==> src/rtl/corrector_hamming_if.sv <==
// corrector_hamming_if: stream bus of the SECDED encoder/corrector.
// Input side: en_valido/en_listo handshake, modo, dato_in.
// Output side: sal_valido/sal_listo handshake, dato_out, sindrome, err_simple, err_doble.
// Status/control: cnt_simple, cnt_doble counters and limpiar_cnt clear.
// slave = the corrector, master = the producer/consumer driving it.
interface corrector_hamming_if #(
  parameter int DATA_W = 4,
  parameter int CNT_W  = 8
);
  function automatic int calc_p(input int dw);
    int r;
    r = 0;
    for (int p = 7; p >= 1; p--) if ((1 << p) >= dw + p + 1) r = p;
    return r;
  endfunction
  localparam int P = calc_p(DATA_W);
  localparam int N = DATA_W + P + 1;
  logic             en_valido;
  logic             en_listo;
  logic             modo;
  logic [N-1:0]     dato_in;
  logic             sal_valido;
  logic             sal_listo;
  logic [N-1:0]     dato_out;
  logic [P:0]       sindrome;
  logic             err_simple;
  logic             err_doble;
  logic [CNT_W-1:0] cnt_simple;
  logic [CNT_W-1:0] cnt_doble;
  logic             limpiar_cnt;
  modport slave (
    input  en_valido, modo, dato_in, sal_listo, limpiar_cnt,
    output en_listo, sal_valido, dato_out, sindrome, err_simple, err_doble, cnt_simple, cnt_doble
  );
  modport master (
    output en_valido, modo, dato_in, sal_listo, limpiar_cnt,
    input  en_listo, sal_valido, dato_out, sindrome, err_simple, err_doble, cnt_simple, cnt_doble
  );
endinterface

==> src/rtl/corrector_hamming.sv <==
// corrector_hamming: two-stage SECDED Hamming encoder / corrector with saturating error counters.
// Ports: clk, rst (async, active-high), bus (corrector_hamming_if.slave).
// Stage 1 holds the word, its mode and the parity/syndrome; stage 2 holds the
// corrected output and classification. The whole pipe advances when stage 2
// is empty or being drained.
module corrector_hamming #(
  parameter int DATA_W = 4,
  parameter int CNT_W  = 8
) (
  input logic               clk,
  input logic               rst,
  corrector_hamming_if.slave bus
);
  function automatic int calc_p(input int dw);
    int r;
    r = 0;
    for (int p = 7; p >= 1; p--) if ((1 << p) >= dw + p + 1) r = p;
    return r;
  endfunction
  localparam int P = calc_p(DATA_W);
  localparam int N = DATA_W + P + 1;
  localparam logic [P-1:0] S_MAX = P'(N - 1);
  // XOR of the Hamming positions of every set bit below the global parity bit
  function automatic logic [P-1:0] syn(input logic [N-1:0] w);
    logic [P-1:0] s;
    s = '0;
    for (int i = 1; i < N; i++) if (w[i-1]) s = s ^ P'(i);
    return s;
  endfunction
  // Parity bit 2^k equals bit k of the syndrome of the data-only word
  function automatic logic [N-1:0] enc(input logic [DATA_W-1:0] d);
    logic [N-1:0] c;
    logic [P-1:0] s;
    int j;
    c = '0;
    j = 0;
    for (int i = 1; i < N; i++)
      if ((i & (i - 1)) != 0) begin
        c[i-1] = d[j];
        j++;
      end
    s = syn(c);
    for (int k = 0; k < P; k++) c[(1 << k) - 1] = s[k];
    c[N-1] = ^c[N-2:0];
    return c;
  endfunction
  function automatic logic [DATA_W-1:0] dex(input logic [N-1:0] c);
    logic [DATA_W-1:0] d;
    int j;
    d = '0;
    j = 0;
    for (int i = 1; i < N; i++)
      if ((i & (i - 1)) != 0) begin
        d[j] = c[i-1];
        j++;
      end
    return d;
  endfunction
  logic             v1_q, m1_q, g1_q, v2_q, es_q, ed_q;
  logic             g1_d, es_d, ed_d;
  logic [N-1:0]     w1_q, w1_d, out_q, out_d, fix;
  logic [P-1:0]     s1_q, s1_d;
  logic [P:0]       sind_q, sind_d;
  logic [CNT_W-1:0] cs_q, cs_d, cd_q, cd_d;
  logic             adv, xfer, single, double;
  assign adv  = !v2_q || bus.sal_listo;
  assign xfer = v2_q && bus.sal_listo;
  always_comb begin
    w1_d   = bus.modo ? bus.dato_in : enc(bus.dato_in[DATA_W-1:0]);
    s1_d   = bus.modo ? syn(bus.dato_in) : '0;
    g1_d   = bus.modo && (^bus.dato_in);
    // A syndrome beyond the last position cannot be a single flip
    single = m1_q && g1_q && (s1_q <= S_MAX);
    double = m1_q && ((s1_q != '0 && !g1_q) || (g1_q && s1_q > S_MAX));
    fix    = (single && s1_q != '0) ? w1_q ^ (N'(1) << (s1_q - P'(1))) : w1_q;
    out_d  = m1_q ? N'(dex(fix)) : w1_q;
    sind_d = m1_q ? {g1_q, s1_q} : '0;
    es_d   = single;
    ed_d   = double;
    cs_d   = bus.limpiar_cnt ? '0 : (xfer && es_q && cs_q != '1) ? cs_q + CNT_W'(1) : cs_q;
    cd_d   = bus.limpiar_cnt ? '0 : (xfer && ed_q && cd_q != '1) ? cd_q + CNT_W'(1) : cd_q;
  end
  always_ff @(posedge clk or posedge rst) begin
    if (rst) begin
      v1_q   <= 1'b0;
      m1_q   <= 1'b0;
      w1_q   <= '0;
      s1_q   <= '0;
      g1_q   <= 1'b0;
      v2_q   <= 1'b0;
      out_q  <= '0;
      sind_q <= '0;
      es_q   <= 1'b0;
      ed_q   <= 1'b0;
      cs_q   <= '0;
      cd_q   <= '0;
    end else begin
      if (adv) begin
        v1_q   <= bus.en_valido;
        m1_q   <= bus.modo;
        w1_q   <= w1_d;
        s1_q   <= s1_d;
        g1_q   <= g1_d;
        v2_q   <= v1_q;
        out_q  <= out_d;
        sind_q <= sind_d;
        es_q   <= es_d;
        ed_q   <= ed_d;
      end
      cs_q <= cs_d;
      cd_q <= cd_d;
    end
  end
  assign bus.en_listo   = adv;
  assign bus.sal_valido = v2_q;
  assign bus.dato_out   = out_q;
  assign bus.sindrome   = sind_q;
  assign bus.err_simple = es_q;
  assign bus.err_doble  = ed_q;
  assign bus.cnt_simple = cs_q;
  assign bus.cnt_doble  = cd_q;
endmodule

==> src/flat_wrapper.sv <==
// flat-port wrapper written by rule: the top's interface ports become plain ports
module corrector_hamming_flat 
#(
  parameter int DATA_W = 4,
  parameter int CNT_W  = 8
)
  (clk, rst, bus_en_valido, bus_modo, bus_dato_in, bus_sal_listo, bus_limpiar_cnt, bus_en_listo, bus_sal_valido, bus_dato_out, bus_sindrome, bus_err_simple, bus_err_doble, bus_cnt_simple, bus_cnt_doble);
  corrector_hamming_if #(.DATA_W(DATA_W), .CNT_W(CNT_W)) bus_i ();
  input logic clk;
  input logic rst;
  input wire logic [$bits(bus_i.en_valido)-1:0] bus_en_valido;
  input wire logic [$bits(bus_i.modo)-1:0] bus_modo;
  input wire logic [$bits(bus_i.dato_in)-1:0] bus_dato_in;
  input wire logic [$bits(bus_i.sal_listo)-1:0] bus_sal_listo;
  input wire logic [$bits(bus_i.limpiar_cnt)-1:0] bus_limpiar_cnt;
  output wire logic [$bits(bus_i.en_listo)-1:0] bus_en_listo;
  output wire logic [$bits(bus_i.sal_valido)-1:0] bus_sal_valido;
  output wire logic [$bits(bus_i.dato_out)-1:0] bus_dato_out;
  output wire logic [$bits(bus_i.sindrome)-1:0] bus_sindrome;
  output wire logic [$bits(bus_i.err_simple)-1:0] bus_err_simple;
  output wire logic [$bits(bus_i.err_doble)-1:0] bus_err_doble;
  output wire logic [$bits(bus_i.cnt_simple)-1:0] bus_cnt_simple;
  output wire logic [$bits(bus_i.cnt_doble)-1:0] bus_cnt_doble;
  assign bus_i.en_valido = bus_en_valido;
  assign bus_i.modo = bus_modo;
  assign bus_i.dato_in = bus_dato_in;
  assign bus_i.sal_listo = bus_sal_listo;
  assign bus_i.limpiar_cnt = bus_limpiar_cnt;
  assign bus_en_listo = bus_i.en_listo;
  assign bus_sal_valido = bus_i.sal_valido;
  assign bus_dato_out = bus_i.dato_out;
  assign bus_sindrome = bus_i.sindrome;
  assign bus_err_simple = bus_i.err_simple;
  assign bus_err_doble = bus_i.err_doble;
  assign bus_cnt_simple = bus_i.cnt_simple;
  assign bus_cnt_doble = bus_i.cnt_doble;
  corrector_hamming #(.DATA_W(DATA_W), .CNT_W(CNT_W)) u_core (.clk(clk), .rst(rst), .bus(bus_i));
endmodule
==> config.mk <==
export PLATFORM = sky130hd
export DESIGN_NAME = corrector_hamming_flat
export DESIGN_NICKNAME = d
export VERILOG_FILES = /design/src/rtl/corrector_hamming_if.sv /design/src/rtl/corrector_hamming.sv /design/src/flat_wrapper.sv
export SDC_FILE = /design/constraint.sdc
export NUM_CORES = 1
export LEC_CHECK = 0
export ABC_CLOCK_PERIOD_IN_PS = 4400
export CORE_MARGIN = 2
export CORE_UTILIZATION = 54
export CTS_BUF_LIST = sky130_fd_sc_hd__clkbuf_8
export CTS_CLUSTER_DIAMETER = 80
export DETAILED_ROUTE_END_ITERATION = 12
export PLACE_DENSITY = 0.83
export RECOVER_POWER = 50
export SLEW_MARGIN = 10
export SYNTH_ARGS = -nofsm -noshare
export SYNTH_HDL_FRONTEND = slang
export SYNTH_SLANG_ARGS = --single-unit
==> constraint.sdc <==
create_clock -name clk -period 4.4 [get_ports clk]
set_input_delay 1.32 -clock clk [delete_from_list [all_inputs] [get_ports clk]]
set_output_delay 1.32 -clock clk [all_outputs]
set_load 0.02 [all_outputs]
# Yosys cells after proc, flatten, opt, wreduce, memory -nomap -nowiden
# Cells that the tools add are included.
# W data, S select, Z words.
[totals]
output_inout_bits = 32
ff_bits = 45
in_bits = 14
[op_classes]
n_addsub = 3
shift = 1
reduce_logical = 21
n_eq_ne = 2
n_lt_le_gt_ge = 2
n_mux = 20
bitwise_logic = 10
[ops]
columns = ["operator", "n"]
rows = [
  ["$mux W8", 6],
  ["$mux W3", 8],
  ["$add A8 B1 Y8 const B", 2],
  ["$ne A8 B8 Y1 const B", 2],
  ["$logic_and A1 B1 Y1", 12],
  ["$not A2 Y2", 5],
  ["$reduce_xor A8 Y1", 1],
  ["$mux W7", 1],
  ["$reduce_xor A7 Y1", 1],
  ["$shl A1 B3 Y7 const A", 1],
  ["$xor A7 B7 Y7", 1],
  ["$mux W2", 3],
  ["$not A3 Y3", 2],
  ["$mux W4", 1],
  ["$reduce_bool A2 Y1", 2],
  ["$gt A3 B3 Y1 const B", 1],
  ["$le A3 B3 Y1 const B", 1],
  ["$reduce_bool A3 Y1", 1],
  ["$sub A3 B1 Y3 const B", 1],
  ["$logic_not A1 Y1", 2],
  ["$logic_or A1 B1 Y1", 2],
  ["$not A1 Y1 const A", 2],
  ["$mux W1", 1],
]

# Logic depth before layout (Yosys ltp)
[depth]
ltp_word = 12
depth_mapped = 6
ltp_nobuf = 6

# Least setup slack after synthesis
# Ideal clock, no wire load.
[synth_timing]
kind = "input port to output port"
from = "input port bus_sal_listo"
to = "output port bus_en_listo"
path_buffers = 1
cell_stages = 3
t_required_ns = 3.080
arrival_ns = 1.852
path_slack_ns = 1.228
cell_sequence = "nor2b_1 inv_2 clkbuf_1"
[synth_between]
elab_chain_len = 1
[synth_lines]
columns = ["item", "line", "source"]
rows = [
  ["start: declaration", "flat_wrapper.sv:14", "input wire logic [$bits(bus_i.sal_listo)-1:0] bus_sal_listo;"],
  ["$logic_or A1 B1 Y1", "corrector_hamming.sv:66", "assign adv = !v2_q || bus.sal_listo;"],
  ["end: declaration", "flat_wrapper.sv:16", "output wire logic [$bits(bus_i.en_listo)-1:0] bus_en_listo;"],
]
# No other way between the ends.

# Worst setup path in the final report
# Ends and elaborated chain as after synthesis.

==> results by group <==
Outcome
  – Status: completed

Layout
  – Ant diodes: 0
  – Area grow syn2layout: 23.6%
  – Share of layout cells above drive strength 1: 3.58%
  – Fillers: approximately 330
  – Final Non-Filler Cells: approximately 330
  – Finished Core Util: 70.3%
  – Final nets: 296

Synth
  – Synth top area cells: dfrtp_1 49%, nand2_1 6.1%, xnor2_1 4.6%
  – Compound-Gate Fraction of Synth Area: 12.7%
  – Post-synth top area cell: dfrtp_1
  – Syn nets: 252
  – Asr flop ratio synth: 100%
  – XOR/XNOR Fraction of Synth Area: a little under a tenth
  – Synth warnings: 0
  – Share of the yosys chip area belonging to registers: between 40% and 50%
  – Synthesized area: between 0.002 and 0.0025 mm2
  – Post-synth top area share: ~49%
  – Adder-Cell Fraction of Synth Area: approximately 1.6%
  – Post-synth EDFFs: 0
  – Largest family of logic cells by synthesized area: simple AND/OR/NAND/NOR gates
  – Synth cell types: 41
  – Synthesized instance count: 235
  – Synth Area in Simple Gates: 19.5%
  – Post-synthesis area per instance: between 9 and 10 um2
  – Synthesis-stage register bit count: 45
  – Synth cell count leaders: 45 x dfrtp_1, 37 x nand2_1, 17 x nor2_1
  – Top_reg_cell synth: dfrtp_1
  – Multiplexer share of the synthesized area: under 10%
  – Count leader, synth: dfrtp_1

Floorplanning
  – # IOs: 46
  – DIE AREA: 0.00478 mm2
  – Starting Density: 56.9%
  – Die X: a little under 70 um
  – Core area: a little over 0.004 mm2
  – Chip Height: around 69 um
  – Row count: 23

Global route
  – Vias in the first global route: 1780
  – Total track usage: between 20% and 30%
  – Largest net degree at the start of global routing: 38
  – First-pass GRT wire length: 8310 um
  – Initial antenna violation count: 0
  – Grt total ovfl: 0

Clocking
  – Setup Buffers After CTS: 0
  – Clk sinks: 45
  – Root Buffer: clkbuf_8
  – Clk slew on worst S/H paths: 0.08 ns
  – H-tree levels: 2
  – Cts hold-fix bufs: 0
  – CTS tree: yes
  – TritonCTS Buffers: 5
  – Post_cts resized: 0
  – Clock Latency Late Sink: a little under 0.3 ns
  – Clk buf depth: 2

Timing
  – Fin crit share: around 93%
  – Rel. slew slack: 4.53%
  – Max-slew violations: 0
  – Final Hold Viols: 0
  – Worst-Margin Slew: 1.43 ns
  – RSZ-0062 raised after global routing: false
  – Final setup vio count: 0
  – Total negative slack: 0 ns
  – Max Clk Rate: 245 MHz
  – Tmin final: a little over 4 ns
  – Clk_skew: 0.00573 ns
  – Worst Setup Slack, final: roughly 0.31 ns

Route
  – DRT Wirelength: 4800 um
  – Antenna Nets Post-Route: 0
  – Total vias in the final route: 1885
  – Post-DR vias/cell: 5.73
  – DRC: 0
  – Wire per inst: 14.6 um
  – DR iter-0 viols: 181
  – First-pass DRT Iterations: 4

Placement
  – Routability Congestion: 0.808
  – DP Cell Count: 322
  – Post-Place Setup Slack: between 0.4 and 0.5 ns
  – I/O Buffers: 45
  – DP HPWL: 3510 um

Setup path
  – Worst-path fanout max: 5
  – Startpoint Class: primary input
  – Worst EP required: 3.08 ns
  – R2R Setup Slk: around 2.2 ns
  – Critical path class: primary input to output pin
  – Critical path capture point type: output pin
  – WP data arrival: between 2 and 3 ns

Worst hold path
  – HP Class: register to register

Pwr
  – Power per cell area: 354 mW/mm2
  – Final total power: 1.00 mW
  – Worst VDD drop: 0.305 mV
  – Static Leak: roughly 1.2 nW

Run
  – Max-cap violations: 0
## metal layers
layer	global-route usage, %	vias to the layer above	part of all wire [%]
li1	-	914	-
met1	26.6	901	41
met3	4.97	4	5.6
met5	0	-	0
met4	5.45	0	0.81
met2	36.5	66	53
## worst paths after layout
kind,start,to,cells past startpoint
worst max-delay path,bus_sal_listo,bus_en_listo,4
worst min-delay path,u_core.v1_q$_DFFE_PP0P_,u_core.bus.sal_valido$_DFFE_PP0P_,1
worst max register to register,u_core.bus.sal_valido$_DFFE_PP0P_,u_core.bus.err_simple$_DFFE_PP0P_,4
worst min register to register,u_core.v1_q$_DFFE_PP0P_,u_core.bus.sal_valido$_DFFE_PP0P_,1
max in group asynchronous,rst,u_core.bus.dato_out[5]$_DFFE_PP0P_,3
min in group asynchronous,rst,u_core.bus.cnt_doble[0]$_DFFE_PP0P_,2
## critical path, cell delays in order
cell and delay, ns:
dlygate4sd3_1 0.63, nor2b_1 0.21, inv_2 0.07, clkdlybuf4s50_1 0.53
## registers in the layout (all words and copies together) (netlist names)
register               flops
u_core.w1_q                8
u_core.v1_q                1
u_core.bus.cnt_doble       8
u_core.bus.err_simple      1
u_core.bus.err_doble       1
u_core.g1_q                1
u_core.bus.sindrome        4
u_core.s1_q                3
u_core.bus.sal_valido      1
u_core.bus.cnt_simple      8
u_core.m1_q                1
u_core.bus.dato_out        8
## kinds of logic (layout without fill, tap and decap cells)
logic type | count (synthesis) | in the layout
xor gates and xnor gates | 22 | 22
DFF | 45 | 45
adders and majority gates | 3 | 3
buffers and inverters | 17 | 61
muxes | 9 | 9
AOI/OAI and AO/OA | 47 | 47
and+or+nand+nor | 92 | 92
## per-stage QoR
| stage | hold WS, ns | instance area (um2) |
|---|---|---|
| finish | 0.467 | 2830 |
| global placement | 0.453 | 2770 |
| CTS | 0.473 | 2850 |
| detailed placement | 0.455 | 2770 |
| floorplan | 0.430 | 2290 |
| global route | 0.477 | 2830 |
## placed cells by master (no fill, tap or decap), types with 8 or more instances in the layout
master	instances
o21ai_1	11
mux2i_1	9
nand2_1	37
xnor2_1	12
o21ai_0	8
clkdlybuf4s50_1	43
dfrtp_1	45
and3_1	8
xor2_1	8
nor2_1	17
## power by group
| group | switching (mW) | internal [mW] | leakage [nW] | total [mW] |
|---|---|---|---|---|
| registers | 0.0408 | 0.462 | 0.587 | 0.503 |
| clock network | 0.130 | 0.122 | 0.0485 | 0.252 |
| logic | 0.134 | 0.114 | 0.591 | 0.248 |
## area by class of cell
| cell class | instances | area (um2) | share of cell area, % |
|---|---|---|---|
| Clock buffer | 6 | 82.6 | 2.92 |
| Clock inverter | 1 | 3.75 | 0.133 |
| Inverter | 6 | 22.5 | 0.795 |
| Multi-Input combinational cell | 173 | 1070 | 37.9 |
| Sequential cell | 45 | 1130 | 39.8 |
| Tap cell | 50 | 62.6 | 2.21 |
| Timing Repair Buffer | 48 | 462 | 16.3 |
No activity file was read; power rests on OpenSTA's default activity.
